**src/rtl/pee_python_responder_if.sv**
```systemverilog
`default_nettype none
// ---------------------------------------------------------------------------
// pee_python_responder_if : PEE python handshake plus tagged host channel
// Rev 1.0
// ---------------------------------------------------------------------------
interface pee_python_responder_if #(
   parameter int TAG_W = 4
);
   logic              python_req;
   logic [31:0]       python_code_addr;
   logic              python_ack;
   logic [31:0]       python_result;
   logic              python_error;
   logic              host_req_valid;
   logic [31:0]       host_req_addr;
   logic [TAG_W-1:0]  host_req_tag;
   logic              host_req_ready;
   logic              host_rsp_valid;
   logic [TAG_W-1:0]  host_rsp_tag;
   logic [31:0]       host_rsp_data;
   logic              host_rsp_error;
   logic              host_rsp_ready;
   logic [15:0]       stale_count;
   logic [15:0]       timeout_count;

   // master drives requests and host responses; slave is the responder
   modport master (
      output python_req, python_code_addr, host_req_ready,
             host_rsp_valid, host_rsp_tag, host_rsp_data, host_rsp_error,
      input  python_ack, python_result, python_error, host_req_valid,
             host_req_addr, host_req_tag, host_rsp_ready, stale_count, timeout_count
   );

   modport slave (
      input  python_req, python_code_addr, host_req_ready,
             host_rsp_valid, host_rsp_tag, host_rsp_data, host_rsp_error,
      output python_ack, python_result, python_error, host_req_valid,
             host_req_addr, host_req_tag, host_rsp_ready, stale_count, timeout_count
   );
endinterface
`default_nettype wire

```
**src/rtl/pee_python_responder.sv**
```systemverilog
`default_nettype none
// ---------------------------------------------------------------------------
// pee_python_responder : forwards PEE python requests to a tagged host agent,
//                        matches responses, enforces a timeout.
// Rev 1.0
// ---------------------------------------------------------------------------
module pee_python_responder #(
   parameter int          TAG_W          = 4,
   parameter logic [15:0] TIMEOUT_CYCLES = 16'hFFF0,
   parameter logic [31:0] ERR_TIMEOUT    = 32'h4001
) (
   input  logic                  clk,
   input  logic                  rst,
   pee_python_responder_if.slave bus
);

   typedef enum logic [1:0] {
      IDLE  = 2'd0,
      ISSUE = 2'd1,
      AWAIT = 2'd2,
      ACK   = 2'd3
   } state_t;

   state_t            state_q, state_d;
   logic [TAG_W-1:0]  tag_q, tag_d;
   logic [31:0]       addr_q, addr_d;
   logic [15:0]       timer_q, timer_d;
   logic [31:0]       result_q, result_d;
   logic              error_q, error_d;
   logic [15:0]       stale_q, stale_d;
   logic [15:0]       tmo_q, tmo_d;

   logic w_match;
   logic w_expire;
   logic w_running;

   assign w_running = (state_q == ISSUE) || (state_q == AWAIT);
   // expiry is flagged on the cycle whose decrement lands on zero
   assign w_expire  = (timer_q <= 16'd1);
   assign w_match   = (state_q == AWAIT) && bus.host_rsp_valid && (bus.host_rsp_tag == tag_q);

   always_comb begin
      state_d  = state_q;
      tag_d    = tag_q;
      addr_d   = addr_q;
      timer_d  = timer_q;
      result_d = result_q;
      error_d  = error_q;
      stale_d  = stale_q;
      tmo_d    = tmo_q;

      if (w_running && (timer_q != 16'd0)) begin
         timer_d = timer_q - 16'd1;
      end

      if (bus.python_req) begin
         addr_d  = bus.python_code_addr;
         tag_d   = tag_q + TAG_W'(1);
         timer_d = TIMEOUT_CYCLES;
         state_d = ISSUE;
      end else begin
         case (state_q)
            ISSUE: begin
               if (w_expire) begin
                  result_d = ERR_TIMEOUT;
                  error_d  = 1'b1;
                  tmo_d    = (tmo_q != 16'hFFFF) ? tmo_q + 16'd1 : tmo_q;
                  state_d  = ACK;
               end else if (bus.host_req_ready) begin
                  state_d = AWAIT;
               end
            end
            AWAIT: begin
               if (w_match) begin
                  result_d = bus.host_rsp_data;
                  error_d  = bus.host_rsp_error;
                  state_d  = ACK;
               end else if (w_expire) begin
                  result_d = ERR_TIMEOUT;
                  error_d  = 1'b1;
                  tmo_d    = (tmo_q != 16'hFFFF) ? tmo_q + 16'd1 : tmo_q;
                  state_d  = ACK;
               end
            end
            ACK:     state_d = IDLE;
            default: state_d = IDLE;
         endcase
      end

      // a new request pre-empts even a matching response
      if (bus.host_rsp_valid && !(w_match && !bus.python_req)) begin
         stale_d = (stale_q != 16'hFFFF) ? stale_q + 16'd1 : stale_q;
      end
   end

   always_ff @(posedge clk) begin
      if (rst) begin
         state_q  <= IDLE;
         tag_q    <= '0;
         addr_q   <= '0;
         timer_q  <= '0;
         result_q <= '0;
         error_q  <= 1'b0;
         stale_q  <= '0;
         tmo_q    <= '0;
      end else begin
         state_q  <= state_d;
         tag_q    <= tag_d;
         addr_q   <= addr_d;
         timer_q  <= timer_d;
         result_q <= result_d;
         error_q  <= error_d;
         stale_q  <= stale_d;
         tmo_q    <= tmo_d;
      end
   end

   assign bus.python_ack     = (state_q == ACK);
   assign bus.python_result  = result_q;
   assign bus.python_error   = error_q;
   assign bus.host_req_valid = (state_q == ISSUE);
   assign bus.host_req_addr  = addr_q;
   assign bus.host_req_tag   = tag_q;
   assign bus.host_rsp_ready = 1'b1;
   assign bus.stale_count    = stale_q;
   assign bus.timeout_count  = tmo_q;

endmodule
`default_nettype wire

```
**src/flat_wrapper.sv**
```systemverilog
// flat-port wrapper written by rule: the top's interface ports become plain ports
module pee_python_responder_flat 
#(
   parameter int          TAG_W          = 4,
   parameter logic [15:0] TIMEOUT_CYCLES = 16'hFFF0,
   parameter logic [31:0] ERR_TIMEOUT    = 32'h4001
)
  (clk, rst, bus_python_req, bus_python_code_addr, bus_host_req_ready, bus_host_rsp_valid, bus_host_rsp_tag, bus_host_rsp_data, bus_host_rsp_error, bus_python_ack, bus_python_result, bus_python_error, bus_host_req_valid, bus_host_req_addr, bus_host_req_tag, bus_host_rsp_ready, bus_stale_count, bus_timeout_count);
  pee_python_responder_if #(.TAG_W(TAG_W)) bus_i ();
  input  logic clk;
  input  logic rst;
  input wire logic [$bits(bus_i.python_req)-1:0] bus_python_req;
  input wire logic [$bits(bus_i.python_code_addr)-1:0] bus_python_code_addr;
  input wire logic [$bits(bus_i.host_req_ready)-1:0] bus_host_req_ready;
  input wire logic [$bits(bus_i.host_rsp_valid)-1:0] bus_host_rsp_valid;
  input wire logic [$bits(bus_i.host_rsp_tag)-1:0] bus_host_rsp_tag;
  input wire logic [$bits(bus_i.host_rsp_data)-1:0] bus_host_rsp_data;
  input wire logic [$bits(bus_i.host_rsp_error)-1:0] bus_host_rsp_error;
  output wire logic [$bits(bus_i.python_ack)-1:0] bus_python_ack;
  output wire logic [$bits(bus_i.python_result)-1:0] bus_python_result;
  output wire logic [$bits(bus_i.python_error)-1:0] bus_python_error;
  output wire logic [$bits(bus_i.host_req_valid)-1:0] bus_host_req_valid;
  output wire logic [$bits(bus_i.host_req_addr)-1:0] bus_host_req_addr;
  output wire logic [$bits(bus_i.host_req_tag)-1:0] bus_host_req_tag;
  output wire logic [$bits(bus_i.host_rsp_ready)-1:0] bus_host_rsp_ready;
  output wire logic [$bits(bus_i.stale_count)-1:0] bus_stale_count;
  output wire logic [$bits(bus_i.timeout_count)-1:0] bus_timeout_count;
  assign bus_i.python_req = bus_python_req;
  assign bus_i.python_code_addr = bus_python_code_addr;
  assign bus_i.host_req_ready = bus_host_req_ready;
  assign bus_i.host_rsp_valid = bus_host_rsp_valid;
  assign bus_i.host_rsp_tag = bus_host_rsp_tag;
  assign bus_i.host_rsp_data = bus_host_rsp_data;
  assign bus_i.host_rsp_error = bus_host_rsp_error;
  assign bus_python_ack = bus_i.python_ack;
  assign bus_python_result = bus_i.python_result;
  assign bus_python_error = bus_i.python_error;
  assign bus_host_req_valid = bus_i.host_req_valid;
  assign bus_host_req_addr = bus_i.host_req_addr;
  assign bus_host_req_tag = bus_i.host_req_tag;
  assign bus_host_rsp_ready = bus_i.host_rsp_ready;
  assign bus_stale_count = bus_i.stale_count;
  assign bus_timeout_count = bus_i.timeout_count;
  pee_python_responder #(.TAG_W(TAG_W), .TIMEOUT_CYCLES(TIMEOUT_CYCLES), .ERR_TIMEOUT(ERR_TIMEOUT)) u_core (.clk(clk), .rst(rst), .bus(bus_i));
endmodule
```
**config.mk**
```make
export PLATFORM = sky130hd
export DESIGN_NAME = pee_python_responder_flat
export DESIGN_NICKNAME = d
export VERILOG_FILES = /design/src/rtl/pee_python_responder_if.sv /design/src/rtl/pee_python_responder.sv /design/src/flat_wrapper.sv
export SDC_FILE = /design/constraint.sdc
export NUM_CORES = 1
export LEC_CHECK = 0
export CORE_MARGIN = 2
export CORE_UTILIZATION = 35
export DETAILED_ROUTE_END_ITERATION = 12
export PLACE_DENSITY_LB_ADDON = 0.1
export RECOVER_POWER = 100
export SETUP_SLACK_MARGIN = 0.05
export SLEW_MARGIN = 40
export SYNTH_ARGS = -nofsm -noshare
export SYNTH_HDL_FRONTEND = slang
export SYNTH_SLANG_ARGS = --single-unit
```
**constraint.sdc**
```tcl
create_clock -name clk -period 2.9 [get_ports clk]
set_clock_uncertainty 0.1 [all_clocks]
set_input_delay 0.29 -clock clk [delete_from_list [all_inputs] [get_ports clk]]
set_output_delay 0.29 -clock clk [all_outputs]
set_load 0.005 [all_outputs]
```
==> After elaboration in Yosys (flattened, before gate mapping) <==
Cells that the tools add are included.
{ "word_totals": {"regBits": 119, "input_bits": 74, "out_inout_bits": 104} }
{ "op_classes": {"add_sub_neg": 4, "magnitude_cmp": 1, "eq_ne": 11, "mux": 18, "n_bitwise": 1, "reduce_logical": 17} }
{ "op_table": {"columns": ["cell", "count"], "rows": [
  ["16-bit 2-to-1 mux", 5],
  ["32-bit 2-to-1 mux", 2],
  ["32-bit one-hot mux with 2 select lines", 1],
  ["16-bit by 1-bit adder with 16-bit output (second input constant)", 2],
  ["16-bit != test (second input constant)", 2],
  ["16-bit one-hot mux with 2 select lines", 1],
  ["16-bit by 1-bit <= comparator with 1-bit output (second input constant)", 1],
  ["16-bit nonzero test", 1],
  ["16-bit by 1-bit subtractor with 16-bit output (second input constant)", 1],
  ["2-bit 2-to-1 mux", 4],
  ["2-bit AND reduction", 4],
  ["1-bit logical AND", 5],
  ["4-bit by 1-bit adder with 4-bit output (second input constant)", 1],
  ["2-bit == test (second input constant)", 2],
  ["4-bit == test", 1],
  ["4-bit by 2-bit != test with 1-bit output (second input constant)", 1],
  ["4-bit by 3-bit != test with 1-bit output (second input constant)", 1],
  ["2-bit one-hot mux with 2 select lines", 1],
  ["2-bit nonzero test", 2],
  ["1-bit 2-to-1 mux", 3],
  ["3-bit by 1-bit != test with 1-bit output (second input constant)", 1],
  ["3-bit by 2-bit != test with 1-bit output (second input constant)", 1],
  ["3-bit AND reduction", 1],
  ["2-bit by 1-bit == test with 1-bit output (second input constant)", 1],
  ["6 further kinds", 7]
]} }

==> Depth between registers and ports, before layout <==
Gate-level depths: netlist (run 1).
{ "depth": {"word_depth": 7, "ltp_mapped": 9} }

==> Worst setup path before layout (run 1) <==
No wires, ideal clock.
{ "synth_path": {"path_kind": "flip-flop to flip-flop", "start": "register u_core.state_q[0]", "end": "register u_core.timer_q[15]", "arrival_ns": 2.181, "required_ns": 2.726, "slack_ns": 0.545, "stages_incl_launch_ff": 9, "synth_period_minus_slack_ns": 2.355, "path_cell_list": "dfxtp_1 > inv_1 > ha_1 > clkbuf_2 > or4_1 > a21oi_2 > nand2_1 > or4_1 > a31oi_1"} }
{ "synth_between": {"elab_chain_cells": 4} }
{ "synth_rtl": {"columns": ["element", "line_no", "source"], "rows": [
  ["start: declaration", "pee_python_responder.sv:24", "state_t state_q, state_d;"],
  ["start signal: assignment", "pee_python_responder.sv:107", "state_q <= state_d;"],
  ["2-bit by 1-bit == test with 1-bit output / 2-bit == test (equally long branches)", "pee_python_responder.sv:37", "assign w_running = (state_q == ISSUE) || (state_q == AWAIT);"],
  ["1-bit logical OR (*)", "pee_python_responder.sv:37", null],
  ["1-bit logical AND (*)", "pee_python_responder.sv:52", "if (w_running && (timer_q != 16'd0)) begin"],
  ["2-bit nonzero test (no source line) (*)", null, null],
  ["end signal: assignment", "pee_python_responder.sv:110", "timer_q <= timer_d;"],
  ["end: declaration", "pee_python_responder.sv:27", "logic [15:0] timer_q, timer_d;"]
]} }
Mark *: on every way between the ends. The rest lies on a longest branch, timed or not.
A chain may end at the register's enable or synchronous reset.

==> Final worst setup path (run 1) <==
{ "layout_path": {"start": "register u_core.state_q[0]", "end": "register u_core.timer_q[5]"} }
The elaborated chain is that of the path after synthesis.

==> results of run 1 <==
-- logic make-up after synthesis --
kind of cell | Yosys count | share of synthesized area, %
AO/OA/AOI/OAI | 77 | 12.21
adder cells (fa/ha/maj) | 8 | 2.019
other | 1 | 0.07563
XOR/XNOR | 39 | 6.889
AND/OR/NAND/NOR | 177 | 19.05
buffers and inverters | 36 | 3.962
multiplexers | 38 | 7.747
flip-flops | 119 | 48.04
-- metrics by stage --
| step | hold slack [ns] | area [sq um] | setup WS [ns] |
|---|---|---|---|
| 2_1_floorplan | 0.3155 | 4959 | 0.5451 |
| 5_1_grt | 0.2555 | 7421 | 0.2209 |
| 3_5_place_dp | 0.3632 | 6824 | 0.2130 |
| 4_1_cts | 0.08278 | 7453 | 0.4344 |
| 3_3_place_gp | 0.3599 | 6815 | 0.2251 |
| 6_report | 0.2515 | 7421 | 0.4243 |
-- critical path, stage by stage, from the launching register on --
cell	delay (ns)
dfxtp_1	0.35
inv_1	0.07
ha_1	0.45
or4_1	0.52
a21oi_1	0.18
clkbuf_1	0.24
nor2b_1	0.21
xnor2_1	0.13
a21oi_1	0.08
-- layout make-up --
type / count / area share (%)
Sequential cell: 119 / 32.10
Multi-Input combinational cell: 340 / 31.85
Timing Repair Buffer: 181 / 24.18
Clock buffer: 17 / 5.733
Tap cell: 180 / 3.035
Clock inverter: 15 / 2.748
Inverter: 7 / 0.3541
-- worst paths after layout --
| kind | endpoint | startpoint |
|---|---|---|
| worst min-delay path | u_core.timer_q[2] | bus_python_req |
| worst max register to register | u_core.timer_q[5] | u_core.state_q[0] |
| worst min register to register | u_core.bus.python_result[30] | u_core.bus.python_result[30] |
| worst max-delay path | u_core.timer_q[5] | u_core.state_q[0] |
-- power by group through the flow --
stage,combinational [mW],clock [mW],sequential (mW)
finish,0.380,2.21,1.73
global route,0.419,2.35,1.74
CTS,0.401,2.27,1.74
detailed placement,0.399,0,1.77
global placement,0.394,0,1.77
floorplan,0.195,0,1.77
-- flip-flops by register name, summed over array words and instances, names as in the netlist --
name and flops:
u_core.bus.stale_count 16, u_core.state_q 2, u_core.bus.python_error 1, u_core.bus.timeout_count 16, u_core.timer_q 16, u_core.bus.host_req_tag 4
u_core.bus.host_req_addr 32, u_core.bus.python_result 32
-- routing by layer --
| metal | wire length (um) | global-route usage, % | share of wire, % | vias up |
|---|---|---|---|---|
| met5 | 0 | 0 | 0 | - |
| met4 | 159 | 6.676 | 1.3 | 0 |
| met3 | 1213 | 7.841 | 9.8 | 15 |
| met2 | 5586 | 25.38 | 45 | 128 |
| met1 | 5416 | 20.06 | 44 | 1968 |
| li1 | - | - | - | 2113 |
-- layout by cell type (no fill, tap or decap), types with 3 or more instances in the layout --
cell             count
a21oi_1             21
a22o_1              30
a31oi_1              3
and3_1               8
and4_1               5
bufinv_16            4
clkbuf_1             3
clkbuf_16           17
clkdlybuf4s50_1     71
clkinv_2             3
clkinv_4             6
dfxtp_1            119
dlygate4sd3_1      103
ha_1                 8
inv_1                7
mux2_2               3
mux2i_1             35
nand2_1             16
nand2b_1             5
nand3_1             20
nand4_1             10
nor2_1              72
nor2b_1              4
nor3_1               8
nor4_1               6
nor4_2               3
o21ai_0              4
o221a_2              3
or3_1                8
or4_1                4
xnor2_1             10
xor2_1              29
==> out/metrics.yaml, run 1 <==
ys_ff_latch: 119
firstDrtPassIters: 4
peakVddDrop_mv: 0.4464
syn_avg_cell_area_sq_um: 10.02
max_freq_mhz: 403.9
maxSlewHeadroom_pct: 17.23
seq_area_frac_synth_pct: 48.04
worstPathArrival_ns: 2.65
leakage_nw: 3.158
avgViaCountPerCell: 4.917
slew_violations: 0
multi_input_area_sq_um: 2364
cp.required_ns: 3.07
end_kind: "flop"
hp-class: "in -> reg"
grt_pass1_vias: 4120
drv_cap: 0
synthDistinctLibCells: 54
power_frac_comb_pct: 8.8
dp_hpwl_mm: 8.622
root_buffer: "clkbuf_16"
yosys.area.top_type: "dfxtp_1"
p_sw_share_pct: 22.77
insertion_delay_ns: 0.42
hold_violations: 0
grt-ovfl-total: 0
grt_max_degree: 89
clkTransAtPathRegs_ns: 0.05
cts_resized: 0
antenna_cells_inserted: 0
start_util_pct: 35.72
grt_pass1_wl_mm: 19.61
cts_setup_buffers: 0
io_buffers: 176
cts_sinks: 119
seq_area_sq_um: 2382
finalCritPeriodShare_pct: 85.37
antenna_found_initial: 0
gp_congestion: 0.8035
yosys_warnings: 0
drc: 0
yosysMostFrequentCell: "dfxtp_1"
cts_made_buffers: 17
switching_power_mw: 0.9858
cellPowerDensity_nw_per_um2: 583.3
drt-total-wl_mm: 12.38
final_cells: 859
crit_type: "reg -> reg"
yosys-top-cells-count: "119 x dfxtp_1, 71 x nor2_1, 35 x mux2i_1"
hold_depth: 2
syn_nets: 577
synth_top_area_share_pct: 48.04
utilization_pct: 53.46
nets: 748
htree_levels: 4
r2r_cells: 8
cts_tree: "built"
p_clk_share_pct: 51.1
seq_power_share_pct: 40.1
status: "complete, no violations"
synth.area.top_cells: "dfxtp_1 48%, mux2i_1 7.1%, nor2_1 5.4%"
drive_gt1_share_pct: 7.806
crit_path_max_fanout: 9
startpoint_type: "flop"
hold_buffers: 0
rsz0062_at_grt: "false"
async_flop_share_pct: 0
total_power_mw: 4.328
synth_edf_count: 0
synthFlopType: "dfxtp_1"
n_fill_cell: 1276
drt-wirelength-per-cell_um: 14.41
synthToLayoutAreaGrowth_pct: 49.66
power.internal_mw: 3.343
die_x_um: 123.0
dieArea_sq_um: 15140
worst_pin_slew_ns: 1.241
r2r_slack_ns: 0.42
fin_crit_ns: 2.476
io_pins: 178
core_sq_um: 13880
num_vias: 4224
cts_buffer_depth: 2
antenna_left: 0
rows: 43
place_inst: 827
synth.cell_area_sq_um: 4959
fin_tns_setup_ns: 0
grt.total_usage_pct: 16.58
synthCells: 495
setup_viol: 0
fp.dieH_um: 123.0
drtIter0Drc: 139
Power figures use the tool's default switching activity.
==> run 2, diff against run 1 <==
- CORE_MARGIN: 2 -> default
- CORE_UTILIZATION: 35 -> 25
- RECOVER_POWER: 100 -> default
==> out/metrics.yaml, run 2 (same netlist as run 1, synthesis figures left out) <==
status: "complete, no violations"
fin_crit_ns: 2.496  # +0.02029 ns
grt_pass1_wl_mm: 21.06  # +7.4%
n_fill_cell: 1956  # +53%
antenna_found_initial: 0  # unchanged
seq_area_sq_um: 2382  # unchanged
cts_tree: "built"
multi_input_area_sq_um: 2385  # +0.90%
grt_max_degree: 89  # unchanged
final_cell_area_sq_um: 7580  # +2.1%
drt-total-wl_mm: 13.33  # +7.7%
crit_path_start: "u_core.state_q[0]"
maxSlewHeadroom_pct: 54.00  # +37 points
clkTransAtPathRegs_ns: 0.06  # about the same
max_freq_mhz: 400.6  # -0.81%
placedInstanceArea_sq_um: 6930  # +1.6%
crit_type: "reg -> reg"
hp-class: "in -> reg"
grt_pass1_vias: 4105  # -0.36%
final_common_cell: "clkdlybuf4s50_1"
cts_buffer_depth: 2  # unchanged
htree_levels: 4  # unchanged
drv_cap: 0  # unchanged
cts_made_buffers: 17  # unchanged
drtIter0Drc: 130  # -6.5%
firstDrtPassIters: 4  # unchanged
hold_violations: 0  # unchanged
crit_path_max_fanout: 9  # unchanged
cts_setup_buffers: 0  # unchanged
avgViaCountPerCell: 4.477  # -9.0%
peakVddDrop_mv: 0.3702  # -17%
dp_hpwl_mm: 9.171  # +6.4%
finalCritPeriodShare_pct: 86.07  # +0.70 points
root_buffer: "clkbuf_16"
worstPathArrival_ns: 2.66  # about the same
hold_buffers: 0  # unchanged
grt.total_usage_pct: 13.33  # -3.2 points
drt-wirelength-per-cell_um: 14.14  # -1.9%
setup_viol: 0  # unchanged
fin_tns_setup_ns: 0  # unchanged
slew_violations: 0  # unchanged
end_kind: "flop"
dieArea_sq_um: 20400  # +35%
antenna_left: 0  # unchanged
hp-start: "bus_python_req"
gp_congestion: 0.7248  # -9.8%
worst_pin_slew_ns: 0.6884  # -0.5531 ns
cellPowerDensity_nw_per_um2: 590.1  # +1.2%
grt-ovfl-total: 0  # unchanged
die_x_um: 142.8  # +16%
insertion_delay_ns: 0.41  # about the same
io_pins: 178  # unchanged
start_util_pct: 25.48  # -10 points
rsz0062_at_grt: "false"
antenna_cells_inserted: 0  # unchanged
io_buffers: 176  # unchanged
num_vias: 4222  # -0.047%
hold_ws_ns: 0.1630  # -0.08856 ns
cts_resized: 0  # unchanged
cts_sinks: 119  # unchanged
r2r-start: "u_core.state_q[0]"
drive_gt1_share_pct: 8.702  # +0.90 points
mostFrequentLayoutCells: "174 x clkdlybuf4s50_1, 119 x dfxtp_1, 71 x nor2_1"
synthToLayoutAreaGrowth_pct: 52.86
drc: 0  # unchanged
startpoint_type: "flop"
rows: 51  # +19%
nets: 748  # unchanged
leakage_nw: 2.850  # -9.8%
core_sq_um: 19460  # +40%
cp.required_ns: 3.06  # about the same
fp.dieH_um: 142.8  # +16%
[run 2: final cells by class]
type,count,share of cell area (%)
clock inverter,14,2.955
inverter,7,0.3466
timing repair buffer,181,23.82
multi-input combinational,340,31.46
sequential,119,31.43
tap,265,4.374
clock buffer,17,5.612
[run 2: per-layer routing]
layer,routed length [um],up-vias,GRT usage [%]
li1,-,2106,-
met1,6054,1969,16.30
met2,5967,138,20.67
met3,1168,9,5.734
met4,142,0,4.924
met5,0,-,0
[run 2: metrics by stage]
step	cells	util [%]	power [mW]	worst slack, ns
final	943	38.95	4.473	0.4040
after global routing	943	38.95	4.659	0.2785
after CTS	943	38.95	4.550	0.4077
after detailed placement	912	35.61	2.174	0.1892
after global placement	912	35.56	2.166	0.1907
after floorplan	495	-	1.960	0.5451
[run 2: path summary, 6_finish.rpt]
kind,to,slack (ns),depth (start not counted)
worst max register to register,u_core.timer_q[10],0.40,7
worst min-delay path,u_core.timer_q[0],0.16,2
worst min register to register,u_core.bus.python_result[9],0.38,1
worst max-delay path,u_core.timer_q[10],0.40,7
[run 2: critical path, stage by stage, from the launching register on]
cell	delay, ns
dfxtp_1	0.36
inv_1	0.07
ha_1	0.46
nand2b_1	0.24
or3_1	0.45
or4_1	0.45
xor2_1	0.14
a21oi_1	0.08
[run 2: report_power, final]
group | switching [mW] | internal (mW) | total [mW] | leakage, nW
Combinational | 0.173 | 0.227 | 0.401 | 1.57
Sequential | 0.0474 | 1.69 | 1.74 | 0.970
Clock | 0.805 | 1.53 | 2.34 | 0.314
